<file path="config.mk">
export PLATFORM = sky130hd
export DESIGN_NAME = key_debounce_encoder
export DESIGN_NICKNAME = d
export VERILOG_FILES = /design/src/rtl/piano_pkg.sv /design/src/rtl/debounce_bit.sv /design/src/rtl/key_debounce_encoder.sv
export SDC_FILE = /design/constraint.sdc
export NUM_CORES = 1
export LEC_CHECK = 0
export ABC_AREA = 1
export ABC_CLOCK_PERIOD_IN_PS = 4100
export BUFFER_PORTS_ARGS = -buffer_cell sky130_fd_sc_hd__clkbuf_2
export CORE_ASPECT_RATIO = 0.8
export CORE_MARGIN = 3
export CORE_UTILIZATION = 40
export CTS_CLUSTER_SIZE = 8
export DETAILED_ROUTE_END_ITERATION = 16
export PLACE_DENSITY = 0.58
export SLEW_MARGIN = 20
export SYNTH_ARGS = -nofsm -noshare
export SYNTH_HDL_FRONTEND = slang
export SYNTH_SLANG_ARGS = --single-unit
</file>
<file path="constraint.sdc">
create_clock -name CLK -period 4.1 [get_ports CLK]
set_input_delay 0.82 -clock CLK [delete_from_list [all_inputs] [get_ports CLK]]
set_output_delay 0.82 -clock CLK [all_outputs]
set_load 0.02 [all_outputs]
</file>
<file path="src/rtl/piano_pkg.sv">
// -----------------------------------------------------------------------------
// piano_pkg
// Shared definitions for the piano front end and the piano core.
//   NUM_KEYS       : number of note switches on the keyboard
//   note_t         : 3-bit note code, NOTE_C4 (lowest pitch) .. NOTE_C5
//   index_to_note  : maps a switch index (sw[7]=C4 .. sw[0]=C5) to its code
// -----------------------------------------------------------------------------
package piano_pkg;

    localparam int NUM_KEYS = 8;

    typedef enum logic [2:0] {
        NOTE_C4 = 3'd0,
        NOTE_D  = 3'd1,
        NOTE_E  = 3'd2,
        NOTE_F  = 3'd3,
        NOTE_G  = 3'd4,
        NOTE_A  = 3'd5,
        NOTE_B  = 3'd6,
        NOTE_C5 = 3'd7
    } note_t;

    // Switch index runs opposite to pitch: the highest index is C4.
    function automatic note_t index_to_note(input int idx);
        return note_t'(NUM_KEYS - 1 - idx);
    endfunction

endpackage

</file>
<file path="src/rtl/debounce_bit.sv">
// -----------------------------------------------------------------------------
// debounce_bit
// Synchronises one raw switch into the CLK domain and accepts a level change
// only after DB_CYCLES consecutive synchronised samples disagree with the
// current clean level.
//   CLK     : system clock, rising edge
//   RESET_N : asynchronous active-low reset
//   raw     : asynchronous switch input
//   clean   : debounced level
// -----------------------------------------------------------------------------
module debounce_bit #(
    parameter int DB_CYCLES = 1000000
) (
    input  logic CLK,
    input  logic RESET_N,
    input  logic raw,
    output logic clean
);

    localparam int                CNT_W = $clog2(DB_CYCLES);
    localparam logic [CNT_W-1:0]  LAST  = CNT_W'(DB_CYCLES - 1);

    logic             sync_meta;
    logic             sync_out;
    logic [CNT_W-1:0] cnt;

    // NOTE: the synchroniser flops are reset too, so a stale pre-reset sample
    // can never be mistaken for a switch change after reset is released.
    always_ff @(posedge CLK or negedge RESET_N) begin
        if (!RESET_N) begin
            sync_meta <= 1'b0;
            sync_out  <= 1'b0;
        end else begin
            sync_meta <= raw;
            sync_out  <= sync_meta;
        end
    end

    // NOTE: sequential state uses non-blocking assignments so every flop
    // samples the pre-edge values, independent of statement order.
    always_ff @(posedge CLK or negedge RESET_N) begin
        if (!RESET_N) begin
            cnt   <= '0;
            clean <= 1'b0;
        end else if (sync_out == clean) begin
            // Any agreeing sample restarts the stability window.
            cnt <= '0;
        end else if (cnt == LAST) begin
            // DB_CYCLES consecutive disagreeing samples: accept the new level.
            clean <= ~clean;
            cnt   <= '0;
        end else begin
            cnt <= cnt + CNT_W'(1);
        end
    end

endmodule

</file>
<file path="src/rtl/key_debounce_encoder.sv">
// -----------------------------------------------------------------------------
// key_debounce_encoder
// Debounces the note switches and encodes the lowest-pitch active key into a
// note code with press/release strobes for the piano core.
//   CLK           : system clock, rising edge
//   RESET_N       : asynchronous active-low reset
//   sw            : raw note switches, sw[7]=C4 .. sw[0]=C5
//   sw_clean      : debounced switch levels, bit-aligned with sw
//   key_code      : code of the lowest-pitch on switch; holds when none is on
//   key_valid     : at least one debounced switch is on
//   press_pulse   : one-cycle strobe on a new note
//   release_pulse : one-cycle strobe when the last key goes off
//   multi_key     : more than one debounced switch is on
// -----------------------------------------------------------------------------
import piano_pkg::*;

module key_debounce_encoder #(
    parameter int DB_CYCLES = 1000000,
    parameter int NUM_KEYS  = piano_pkg::NUM_KEYS
) (
    input  logic                CLK,
    input  logic                RESET_N,
    input  logic [NUM_KEYS-1:0] sw,
    output logic [NUM_KEYS-1:0] sw_clean,
    output logic [2:0]          key_code,
    output logic                key_valid,
    output logic                press_pulse,
    output logic                release_pulse,
    output logic                multi_key
);

    for (genvar g = 0; g < NUM_KEYS; g++) begin : g_key
        debounce_bit #(
            .DB_CYCLES(DB_CYCLES)
        ) u_debounce (
            .CLK    (CLK),
            .RESET_N(RESET_N),
            .raw    (sw[g]),
            .clean  (sw_clean[g])
        );
    end

    note_t code_q;
    note_t next_code;
    logic  next_valid;
    logic  next_multi;
    int    on_count;

    // NOTE: every always_comb output gets a default first so no path leaves
    // it unassigned, which would otherwise infer a latch.
    always_comb begin
        next_code = code_q;
        on_count  = 0;
        // Ascending scan: the last set bit seen is the highest index, which is
        // the lowest pitch, so it wins. Multiple keys qualifying on one edge
        // therefore resolve to a single code.
        for (int i = 0; i < NUM_KEYS; i++) begin
            if (sw_clean[i]) begin
                next_code = index_to_note(i);
                on_count  = on_count + 1;
            end
        end
        next_valid = (on_count != 0);
        next_multi = (on_count > 1);
    end

    always_ff @(posedge CLK or negedge RESET_N) begin
        if (!RESET_N) begin
            code_q        <= NOTE_C4;
            key_valid     <= 1'b0;
            multi_key     <= 1'b0;
            press_pulse   <= 1'b0;
            release_pulse <= 1'b0;
        end else begin
            code_q        <= next_code;
            key_valid     <= next_valid;
            multi_key     <= next_multi;
            // A new note is either a first key or a change of the selected key
            // while something stays held (e.g. releasing the lower-pitch key).
            press_pulse   <= next_valid && (!key_valid || (next_code != code_q));
            release_pulse <= !next_valid && key_valid;
        end
    end

    assign key_code = code_q;

endmodule

</file>
==> results of run 1 <==
## routing by layer
metal / vias to the layer above / share of wire / global-route usage
li1: 3962 / - / -
met1: 3516 / 0.53 / 0.2234
met2: 92 / 0.42 / 0.2204
met3: 16 / 0.040 / 0.03910
met4: 0 / 0.0072 / 0.03312
met5: - / 0 / 0
## cells in the mapped netlist (4+ instances only)
library cell	count	area (µm²)
sky130_fd_sc_hd__xor2_1	40	350.3
sky130_fd_sc_hd__nor3_2	12	120.1
sky130_fd_sc_hd__nand4_1	38	237.7
sky130_fd_sc_hd__o21ai_0	38	190.2
sky130_fd_sc_hd__a21oi_1	73	365.4
sky130_fd_sc_hd__a31oi_1	4	25.02
sky130_fd_sc_hd__buf_4	9	67.56
sky130_fd_sc_hd__nor3b_1	12	90.09
sky130_fd_sc_hd__dfrtp_1	191	4780
sky130_fd_sc_hd__nor3_1	63	315.3
sky130_fd_sc_hd__nand3_2	15	150.1
sky130_fd_sc_hd__nand2_1	175	656.9
sky130_fd_sc_hd__nand2_2	18	112.6
sky130_fd_sc_hd__nor2_2	13	81.33
sky130_fd_sc_hd__nand3_1	67	335.3
sky130_fd_sc_hd__nor2_1	148	555.5
sky130_fd_sc_hd__inv_1	182	683.2
sky130_fd_sc_hd__xnor2_1	12	105.1
sky130_fd_sc_hd__ha_1	15	187.7
sky130_fd_sc_hd__mux2_2	6	67.56
sky130_fd_sc_hd__and3_1	6	37.54
sky130_fd_sc_hd__o21a_1	5	37.54
sky130_fd_sc_hd__nor4_1	20	125.1
## power groups by stage
stage | Clock [W] | Combinational, W | Sequential [W]
detailed placement | 0 | 0.000126 | 0.00196
global route | 0.00184 | 0.000146 | 0.00193
finish | 0.00171 | 0.000121 | 0.00193
CTS | 0.00177 | 0.000127 | 0.00193
floorplan | 0 | 0.0000622 | 0.00196
global placement | 0 | 0.000125 | 0.00196
## what timing repair did
item / 4_1_cts / 5_1_grt
resized for setup: 0 / 15
hold buffers: 0 / 0
setup buffers: 0 / 3
endpoints found under the setup margin: 0 / 4
## kinds of logic (layout without fill, tap and decap cells)
group,count (synthesis),in the layout,synth area share
buf+inv,201,251,0.08161
flops,191,191,0.4834
compound gates,127,127,0.06820
simple gates,598,598,0.2950
fa+ha+maj,15,15,0.01898
xor+xnor,52,52,0.04606
mux,6,6,0.006832
## final cells by class
type                            count  area [µm²]  area share
Inverter                          186       700.7     0.06356
Tap cell                          312       390.4     0.03541
Timing Repair Buffer               33       212.7     0.01929
Clock inverter                     14       170.2     0.01544
Multi-Input combinational cell    798        4332      0.3929
Sequential cell                   191        4780      0.4335
Clock buffer                       18       439.2     0.03984
## placed cells by master, fill, tap and decap left out, types with 17 or more instances in the layout
| cell | n |
|---|---|
| sky130_fd_sc_hd__nand4_1 | 38 |
| sky130_fd_sc_hd__o21ai_0 | 37 |
| sky130_fd_sc_hd__nand3_1 | 67 |
| sky130_fd_sc_hd__xor2_1 | 40 |
| sky130_fd_sc_hd__nor4_1 | 20 |
| sky130_fd_sc_hd__nor3_1 | 63 |
| sky130_fd_sc_hd__a21oi_1 | 73 |
| sky130_fd_sc_hd__nand2_2 | 22 |
| sky130_fd_sc_hd__nand2_1 | 171 |
| sky130_fd_sc_hd__nor2_1 | 148 |
| sky130_fd_sc_hd__inv_1 | 178 |
| sky130_fd_sc_hd__dfrtp_1 | 191 |
| sky130_fd_sc_hd__clkbuf_2 | 23 |
| sky130_fd_sc_hd__clkbuf_16 | 17 |
## worst max-delay path, delay by kind of cell (launching register included)
family	cells	cell delay, ns
buf+inv	5	0.27
simple gates	17	1.57
flops	1	0.40
fa+ha+maj	6	1.48
## path summary, 6_finish.rpt
kind / endpoint / slack (ns) / cells past startpoint
setup / recovery: press_pulse / 0.26 / 28
hold / removal: g_key[4].u_debounce.sync_out / 0.35 / 0
setup reg to reg: press_pulse / 0.26 / 28
hold reg to reg: g_key[4].u_debounce.sync_out / 0.35 / 0
max in group asynchronous: g_key[2].u_debounce.cnt[11] / 2.75 / 2
min in group asynchronous: g_key[4].u_debounce.cnt[16] / 0.42 / 1
## per-stage QoR
stage / util / instances
floorplan: - / 1190
global route: 0.4625 / 1552
CTS: 0.4602 / 1549
global placement: 0.4346 / 1517
finish: 0.4625 / 1552
detailed placement: 0.4346 / 1517
## sequential cells by signal, indices dropped and copies added, names as in the netlist
name                        cells
release_pulse                   1
g_key.u_debounce.clean          8
key_code                        3
g_key.u_debounce.sync_meta      8
press_pulse                     1
multi_key                       1
g_key.u_debounce.cnt          160
g_key.u_debounce.sync_out       8
key_valid                       1
==> qor.tcl, run 1 <==
set qor(worstSetupStartpointType) {register}
set qor(floorplan.initialDensity) 0.4149
set qor(asyncSetResetFlopFracSynth) 1.000
set qor(grt_remaining_overflow) 0
set qor(routability_congestion_estimate) 0.8409
set qor(crit_path_top_delay_cell) {sky130_fd_sc_hd__dfrtp_1}
set qor(post-route-period-util) 0.9370
set qor(finalHoldViolations) 0
set qor(timing.final.ws_setup_ns) 0.2581
set qor(yosysSeqAreaShare) 0.4834
set qor(floorplan.rows) 50
set qor(floorplan.die.width_um) 181.8
set qor(drt_first_iter_violations) 523
set qor(critPathMaxStageDelay_ns) 0.40
set qor(number_of_global_route_vias_before_repair) 7155
set qor(arrival_ns) 4.17
set qor(pin_count) 25
set qor(grt_max_degree) 92
set qor(final.hold.worst_slack_ns) 0.3512
set qor(power.share.sequential) 0.513
set qor(hpwlAfterDp_mm) 13.92
set qor(area.growth.synth_to_final_pct) 11.49
set qor(post-place-ws_ns) 0.06198
set qor(ant_nets) 0
set qor(worstPathRequired_ns) 4.43
set qor(track_usage) 0.1502
set qor(timing.setup.tns_ns) 0
set qor(mapped_nets) 1215
set qor(timing.hold.worst.start) {g_key[4].u_debounce.sync_meta}
set qor(insertedDiodeCount) 0
set qor(post_layout_power_w) 0.003760
set qor(cp_max_fo) 4
set qor(rr_startpoint) {g_key[0].u_debounce.clean}
set qor(netlist-cell-type-count) 41
set qor(timing.fmax_mhz) 260.3
set qor(comb_power_share) 0.032
set qor(clkPwrFrac) 0.455
set qor(timing.final.setup_violations) 0
set qor(core_footprint_mm2) 0.02384
set qor(die_area_mm2) 0.02666
set qor(run_status) {complete, no violations}
set qor(first_pass_iters) 5
set qor(finish.instance_area_mm2) 0.01102
set qor(ys_seq_elements) 191
set qor(critical_path.most_common_cell) {sky130_fd_sc_hd__nand2_1}
set qor(timing.max_slew.rel_slack) 0.4903
set qor(synth_ff_type) {sky130_fd_sc_hd__dfrtp_1}
set qor(holdCritPathClass) {register to register}
set qor(buffer_ports.inserted) 24
set qor(power_report.internal_total_w) 0.002880
set qor(wl_per_cell_um) 12.41
set qor(crit_type) {register to register}
set qor(layout-drive-gt1-share) 0.1242
set qor(cts_htree_levels) 4
set qor(drc) 0
set qor(startpoint) {g_key[0].u_debounce.clean}
set qor(switching_share) 0.2340
set qor(warnings_from_yosys) 0
set qor(power_per_cell_area_mw_per_mm2) 341.1
set qor(synth_area_mm2) 0.009888
set qor(first_pass_grt_wire_length_mm) 33.72
set qor(cts_sinks) 191
set qor(syn_area_per_cell_um2) 8.309
set qor(die_height_um) 146.6
set qor(detailed_place.area_mm2) 0.01036
set qor(dr_total_vias) 7586
set qor(cts_made_buffers) 17
set qor(vdd_drop_max_mv) 0.3398
set qor(layout_min_cycle_time_ns) 3.842
set qor(insertion_delay_ns) 0.43
set qor(finalClockSkew_ns) 0.009845
set qor(crit_path_end_kind) {register}
set qor(n_fill_cell) 2277
set qor(cts-root-buf) {sky130_fd_sc_hd__clkbuf_16}
set qor(routed_wl_mm) 19.26
set qor(antenna_found_initial) 0
set qor(power.static_leakage_nw) 4.963
set qor(layout.nets) 1252
set qor(timing_worst_slew_pin_value_ns) 0.7646
set qor(synth-edff-count) 0
set qor(final-max-slew-violation-count) 0
set qor(timing.max_cap.violations) 0
set qor(tritoncts) {yes}
set qor(clock_pin_slew_worst_setup_and_hold_paths_ns) 0.08
set qor(clockBufferDepth) 2
set qor(dr_vias_cell) 4.888
set qor(total_switching_power_w) 0.0008798
set qor(synth_cells) 1190
Note: power is estimated with default switching activity, not from simulation.
==> run 2: changes to the inputs <==
Settings changed: CORE_MARGIN 3 to 10, SYNTH_HIERARCHICAL set to 1.
==> run 2 against run 1 <==
Against the previous run:
- first-iteration DRC count rose by 19%
- routed wire length rose by 28%
- worst hold slack got worse by 0.00056 ns
- fmax fell by 1.8%
- cell count rose by 20%
- non-clock buffer count rose by 1
- die area rose by 36%
- utilization fell by 0.79 points
- clock-buffer cell count rose by 1
- combinational power rose by 12%
- largest cell class is now multi-input gates
- highest routed layer unchanged
==> qor.tcl, run 2 <==
set qor(run_status) {complete, no violations}
set qor(drc) 0
set qor(holdCritPathClass) {register to register}
set qor(insertion_delay_ns) 0.44
set qor(cts-root-buf) {sky130_fd_sc_hd__clkbuf_16}
set qor(clockBufferDepth) 2
set qor(layout-drive-gt1-share) 0.2443
set qor(cts_htree_levels) 4
set qor(layout_min_cycle_time_ns) 3.911
set qor(wl_per_cell_um) 13.23
set qor(finish.instance_area_mm2) 0.01292
set qor(netlist-cell-type-count) 29
set qor(layout.nets) 1502
set qor(crit_type) {register to register}
set qor(synth-edff-count) 0
set qor(detailed_place.area_mm2) 0.01223
set qor(final_common_cell) {sky130_fd_sc_hd__nor2_1}
set qor(post-route-period-util) 0.9538
set qor(antenna_found_initial) 0
set qor(cts_made_buffers) 17
set qor(pin_count) 25
set qor(grt_remaining_overflow) 0
set qor(finalHoldViolations) 0
set qor(ant_nets) 0
set qor(first_pass_iters) 5
set qor(critical_path.most_common_cell) {sky130_fd_sc_hd__nand2_2}
set qor(registers.top_by_ff_count) {g_key.u_debounce/cnt}
set qor(critPathMaxStageDelay_ns) 0.39
set qor(worstPathRequired_ns) 4.42
set qor(grt_max_degree) 95
set qor(worstSetupStartpointType) {register}
set qor(asyncSetResetFlopFracSynth) 1.000
set qor(routability_congestion_estimate) 0.8618
set qor(dr_total_vias) 9039
set qor(crit_path_end_kind) {register}
set qor(floorplan.die.width_um) 210.1
set qor(timing.max_slew.rel_slack) 0.4770
set qor(flip_flop_count_of_the_largest_register_all_copies_and_words_added) 160
set qor(final-max-slew-violation-count) 0
set qor(timing.final.setup_violations) 0
set qor(tritoncts) {yes}
set qor(power_per_cell_area_mw_per_mm2) 288.7
set qor(track_usage) 0.1428
set qor(drt_first_iter_violations) 620
set qor(floorplan.rows) 55
set qor(yosysSeqAreaShare) 0.4133
set qor(timing.setup.tns_ns) 0
set qor(routed_wl_mm) 24.60
set qor(synth_area_leader_cell) {sky130_fd_sc_hd__dfrtp_1}
set qor(layout_common_cells) {296 x sky130_fd_sc_hd__nor2_1, 191 x sky130_fd_sc_hd__dfrtp_1, 190 x sky130_fd_sc_hd__nand2_1}
set qor(synth_area_mm2) 0.01156
set qor(synth_most_common_cell) {sky130_fd_sc_hd__nor2_1}
set qor(post_layout_power_w) 0.003730
set qor(vdd_drop_max_mv) 0.2667
set qor(syn_area_per_cell_um2) 8.121
set qor(synth.top_cell.area_share) 0.4133
set qor(finalClockSkew_ns) 0.01013
set qor(crit_path_top_delay_cell) {sky130_fd_sc_hd__dfrtp_1}
set qor(hold_buffer_count_at_cts) 0
set qor(n_fill_cell) 2785
set qor(floorplan.initialDensity) 0.4069
set qor(timing_worst_slew_pin_value_ns) 0.7845
set qor(die_height_um) 172.1
set qor(warnings_from_yosys) 6
set qor(insertedDiodeCount) 0
set qor(cp_max_fo) 3
set qor(number_of_global_route_vias_before_repair) 8867
set qor(synth_top_cells_by_area) {sky130_fd_sc_hd__dfrtp_1 41%, sky130_fd_sc_hd__nor2_1 9.6%, sky130_fd_sc_hd__nand2_1 6.4%}
set qor(final.hold.worst_slack_ns) 0.3506
set qor(arrival_ns) 4.23
set qor(synth_top_cells_by_count) {296 x sky130_fd_sc_hd__nor2_1, 196 x sky130_fd_sc_hd__nand2_1, 191 x sky130_fd_sc_hd__dfrtp_1, 139 x sky130_fd_sc_hd__inv_1, 101 x sky130_fd_sc_hd__nand3_1}
set qor(ys_seq_elements) 191
set qor(synth_cells) 1424
set qor(timing.critical_path.max_delay_family) {adder cells}
set qor(timing.fmax_mhz) 255.7
set qor(buffer_ports.inserted) 24
set qor(clock_pin_slew_worst_setup_and_hold_paths_ns) 0.07
set qor(core_footprint_mm2) 0.02842
set qor(worst-path-buf-inv) 3
set qor(first_pass_grt_wire_length_mm) 42.97
set qor(timing.max_cap.violations) 0
set qor(die_area_mm2) 0.03616
set qor(synth_ff_type) {sky130_fd_sc_hd__dfrtp_1}
set qor(hpwlAfterDp_mm) 18.35
set qor(area.growth.synth_to_final_pct) 11.72
set qor(cts_sinks) 191
set qor(power.static_leakage_nw) 5.601
set qor(dr_vias_cell) 4.860
set qor(mapped_nets) 1449
-- run 2: cell count changes after synthesis, moves of 43 or more --
cell / delta
sky130_fd_sc_hd__a21oi_1: -54
sky130_fd_sc_hd__nor3_1: -47
sky130_fd_sc_hd__nand2_2: +68
sky130_fd_sc_hd__nor2_4: +46
sky130_fd_sc_hd__nor2_1: +148
sky130_fd_sc_hd__inv_1: -43
-- run 2: cell families after synthesis --
family	count (synthesis)	share of synthesized area
simple gates	911	0.4213
flops	191	0.4133
buf+inv	156	0.05063
xor+xnor	82	0.06794
compound gates	69	0.03062
fa+ha+maj	15	0.01623
-- run 2: layer usage --
metal,track usage,vias up,share of wire
met5,0,-,0
met3,0.02859,19,0.034
met1,0.2008,4278,0.52
met2,0.2211,126,0.44
met4,0.03332,0,0.0098
li1,-,4616,-
-- run 2: final cells by class --
class	instances	area, µm²	area share
inverters	156	585.6	0.04532
clock inverters	13	127.6	0.009878
flip-flops and latches	191	4780	0.3699
multi-input cells	1077	6291	0.4869
clock buffers	19	452.9	0.03506
well taps	370	462.9	0.03583
repair buffers	34	220.2	0.01704
-- run 2: stage by stage --
stage	worst slack [ns]	util	instances
after floorplan	0.01145	-	1424
after global placement	0.1011	0.4303	1826
after detailed placement	-0.09114	0.4303	1826
after CTS	0.01479	0.4514	1858
after global routing	-0.06244	0.4546	1860
final	0.1893	0.4546	1860
-- run 2: worst register-to-register path, stage by stage, from the launching register on --
cell and delay, ns:
sky130_fd_sc_hd__dfrtp_1 0.39, sky130_fd_sc_hd__inv_2 0.07, sky130_fd_sc_hd__ha_4 0.27, sky130_fd_sc_hd__inv_1 0.06
sky130_fd_sc_hd__nand2_1 0.08, sky130_fd_sc_hd__nand2_2 0.09, sky130_fd_sc_hd__ha_4 0.24, sky130_fd_sc_hd__nand2_2 0.07
sky130_fd_sc_hd__nand2_2 0.06, sky130_fd_sc_hd__ha_1 0.28, sky130_fd_sc_hd__or2_4 0.26, sky130_fd_sc_hd__nand2_2 0.07
sky130_fd_sc_hd__inv_1 0.06, sky130_fd_sc_hd__ha_4 0.21, sky130_fd_sc_hd__nand2_2 0.10, sky130_fd_sc_hd__nand2_2 0.09
sky130_fd_sc_hd__ha_4 0.27, sky130_fd_sc_hd__nor2_1 0.04, sky130_fd_sc_hd__a31oi_2 0.18, sky130_fd_sc_hd__ha_1 0.26
sky130_fd_sc_hd__nand2_1 0.06, sky130_fd_sc_hd__o21a_1 0.15, sky130_fd_sc_hd__nand3_2 0.09, sky130_fd_sc_hd__nor2_4 0.12
sky130_fd_sc_hd__nand3_2 0.07, sky130_fd_sc_hd__nor2_1 0.11, sky130_fd_sc_hd__nor2_1 0.04
-- run 2: power breakdown --
group | switching (W) | internal [W]
clock | 0.000780 | 0.000885
sequential | 0.0000193 | 0.00191
combinational | 0.000101 | 0.0000350
-- run 2: worst paths after layout --
kind	startpoint	end	slack, ns	cells past startpoint
worst max-delay path	g_key[0].u_debounce/clean	press_pulse	0.19	26
worst min-delay path	g_key[1].u_debounce/sync_meta	g_key[1].u_debounce/sync_out	0.35	0
worst max register to register	g_key[0].u_debounce/clean	press_pulse	0.19	26
worst min register to register	g_key[1].u_debounce/sync_meta	g_key[1].u_debounce/sync_out	0.35	0
max in group asynchronous	RESET_N	g_key[6].u_debounce/cnt[4]	2.79	2
min in group asynchronous	RESET_N	g_key[4].u_debounce/cnt[2]	0.43	1
-- run 2: what timing repair did --
item,in CTS,in global routing
setup buffers,0,2
cloned,0,0
pin swaps,2,7
gates resized for setup,4,15
endpoints found under the setup margin,3,4
==> run 3: changes to the inputs <==
Settings changed: RECOVER_POWER set to 100.
==> run 3 against run 2 <==
Against the previous run:
- the flow now finishes with violations (max-capacitance violations, max-slew violations)
- clock skew barely moved
- design area fell by 2.1%
- sequential power barely moved
- critical path depth did not move
- fmax fell by 0.17%
- highest routed layer unchanged
==> qor.tcl, run 3 (synthesized netlist as in run 2, its figures left out) <==
set qor(timing_worst_slew_pin_value_ns) 2.442
set qor(dr_vias_cell) 4.827
set qor(worstPathRequired_ns) 4.42
set qor(hold_buffer_count_at_cts) 0
set qor(cts_htree_levels) 4
set qor(layout_min_cycle_time_ns) 3.917
set qor(finalHoldViolations) 0
set qor(drc) 0
set qor(cts-root-buf) {sky130_fd_sc_hd__clkbuf_16}
set qor(cts_made_buffers) 17
set qor(pin_count) 25
set qor(floorplan.rows) 55
set qor(timing.hold.worst.start) {g_key[3].u_debounce/sync_meta}
set qor(multi_input_area_mm2) 0.006068
set qor(layout_common_cells) {304 x sky130_fd_sc_hd__nor2_1, 201 x sky130_fd_sc_hd__nand2_1, 191 x sky130_fd_sc_hd__dfrtp_1}
set qor(first_pass_grt_wire_length_mm) 42.97
set qor(hpwlAfterDp_mm) 18.35
set qor(clockBufferDepth) 2
set qor(timing.max_cap.violations) 1
set qor(holdPathEnd) {g_key[3].u_debounce/sync_out}
set qor(floorplan.die.width_um) 210.1
set qor(final-max-slew-violation-count) 94
set qor(crit_path_end_kind) {register}
set qor(die_height_um) 172.1
set qor(finalClockSkew_ns) 0.009643
set qor(wl_per_cell_um) 13.22
set qor(grt_remaining_overflow) 0
set qor(tritoncts) {yes}
set qor(core_footprint_mm2) 0.02842
set qor(buffer_ports.inserted) 24
set qor(worstSetupStartpointType) {register}
set qor(flip_flop_count_of_the_largest_register_all_copies_and_words_added) 160
set qor(regArea_mm2) 0.004780
set qor(routability_congestion_estimate) 0.8618
set qor(power.static_leakage_nw) 5.501
set qor(crit_type) {register to register}
set qor(holdCritPathClass) {register to register}
set qor(ant_nets) 0
set qor(run_status) {finished with violations}
set qor(timing.setup.tns_ns) 0
set qor(worst_r2r_endpoint) {press_pulse}
set qor(cts_sinks) 191
set qor(rr_startpoint) {g_key[0].u_debounce/clean}
set qor(clock_pin_slew_worst_setup_and_hold_paths_ns) 0.07
set qor(timing.max_slew.rel_slack) -0.6278
set qor(vdd_drop_max_mv) 0.2673
set qor(number_of_global_route_vias_before_repair) 8867
set qor(cp_max_fo) 3
set qor(area.growth.synth_to_final_pct) 9.380
set qor(antenna_found_initial) 0
set qor(drt_first_iter_violations) 609
set qor(rrSetupSlack_ns) 0.18
set qor(power_per_cell_area_mw_per_mm2) 293.8
set qor(grt_max_degree) 95
set qor(timing.fmax_mhz) 255.3
set qor(timing.final.setup_violations) 0
set qor(violations) {max-capacitance violations, max-slew violations}
set qor(final_common_cell) {sky130_fd_sc_hd__nor2_1}
set qor(layout.nets) 1502
set qor(final.hold.worst_slack_ns) 0.3501
set qor(n_fill_cell) 2844
set qor(die_area_mm2) 0.03616
set qor(insertion_delay_ns) 0.44
set qor(startpoint) {g_key[0].u_debounce/clean}
set qor(insertedDiodeCount) 0
set qor(timing.reg2reg.worst_path_depth) 26
set qor(dr_total_vias) 8978
set qor(track_usage) 0.1428
set qor(first_pass_iters) 5
set qor(worst_hold_path.num_cells) 0
set qor(arrival_ns) 4.24
set qor(routed_wl_mm) 24.60
set qor(floorplan.initialDensity) 0.4069
set qor(post-route-period-util) 0.9554
set qor(layout-drive-gt1-share) 0.1966
set qor(registers.top_by_ff_count) {g_key.u_debounce/cnt}
-- run 3: critical path, stage by stage (launching register included) --
cell,delay [ns]
sky130_fd_sc_hd__dfrtp_1,0.39
sky130_fd_sc_hd__inv_2,0.07
sky130_fd_sc_hd__ha_4,0.27
sky130_fd_sc_hd__inv_1,0.06
sky130_fd_sc_hd__nand2_1,0.08
sky130_fd_sc_hd__nand2_2,0.09
sky130_fd_sc_hd__ha_4,0.24
sky130_fd_sc_hd__nand2_2,0.07
sky130_fd_sc_hd__nand2_2,0.06
sky130_fd_sc_hd__ha_1,0.28
sky130_fd_sc_hd__or2_4,0.26
sky130_fd_sc_hd__nand2_2,0.07
sky130_fd_sc_hd__inv_1,0.06
sky130_fd_sc_hd__ha_4,0.21
sky130_fd_sc_hd__nand2_2,0.10
sky130_fd_sc_hd__nand2_2,0.09
sky130_fd_sc_hd__ha_4,0.27
sky130_fd_sc_hd__nor2_1,0.04
sky130_fd_sc_hd__a31oi_2,0.18
sky130_fd_sc_hd__ha_1,0.26
sky130_fd_sc_hd__nand2_1,0.06
sky130_fd_sc_hd__o21a_1,0.15
sky130_fd_sc_hd__nand3_2,0.09
sky130_fd_sc_hd__nor2_4,0.12
sky130_fd_sc_hd__nand3_2,0.07
sky130_fd_sc_hd__nor2_1,0.11
sky130_fd_sc_hd__nor2_1,0.04
-- run 3: stage by stage --
stage	util	setup slack, ns	cells	total power [W]	instance area [µm²]
6_report	0.4451	0.1827	1860	0.003717	12650
5_1_grt	0.4451	-0.05982	1860	0.003880	12650
4_1_cts	0.4514	0.01479	1858	0.003806	12830
3_5_place_dp	0.4303	-0.09114	1826	0.002107	12230
3_3_place_gp	0.4303	0.1011	1826	0.002105	12230
2_1_floorplan	-	0.01145	1424	0.002034	11560
-- run 3: how the worst max path moves through the flow --
stage / depth (start not counted) / slack, ns / endpoint
2_1_floorplan: 26 / 0.01 / press_pulse
3_3_place_gp: 26 / 0.10 / press_pulse
3_5_place_dp: 26 / -0.09 / press_pulse
4_1_cts: 26 / 0.01 / press_pulse
5_1_grt: 26 / -0.06 / press_pulse
6_report: 26 / 0.18 / press_pulse
-- run 3: final cells by class --
| type | count | area share |
|---|---|---|
| clock inverters | 13 | 0.01009 |
| repair buffers | 34 | 0.01365 |
| flip-flops and latches | 191 | 0.3778 |
| well taps | 370 | 0.03660 |
| clock buffers | 19 | 0.03581 |
| multi-input cells | 1077 | 0.4797 |
| inverters | 156 | 0.04629 |
-- run 3: timing repair --
| item | CTS | global route |
|---|---|---|
| gates resized for setup | 4 | 15 |
| buffers inserted | 0 | 2 |
| endpoints found under the hold margin | 0 | 0 |
| setup endpoints to repair | 3 | 4 |
| pin swaps | 2 | 7 |
-- run 3: layer usage --
layer | GRT usage | part of all wire | vias to the layer above
met1 | 0.2008 | 0.52 | 4219
met5 | 0 | 0 | -
met3 | 0.02859 | 0.033 | 17
met4 | 0.03332 | 0.0096 | 0
li1 | - | - | 4622
met2 | 0.2211 | 0.44 | 120
-- run 3: power by group --
group | switching [W] | internal, W | total, W
clock | 0.000780 | 0.000885 | 0.00167
combinational | 0.0000960 | 0.0000280 | 0.000124
sequential | 0.0000180 | 0.00191 | 0.00193
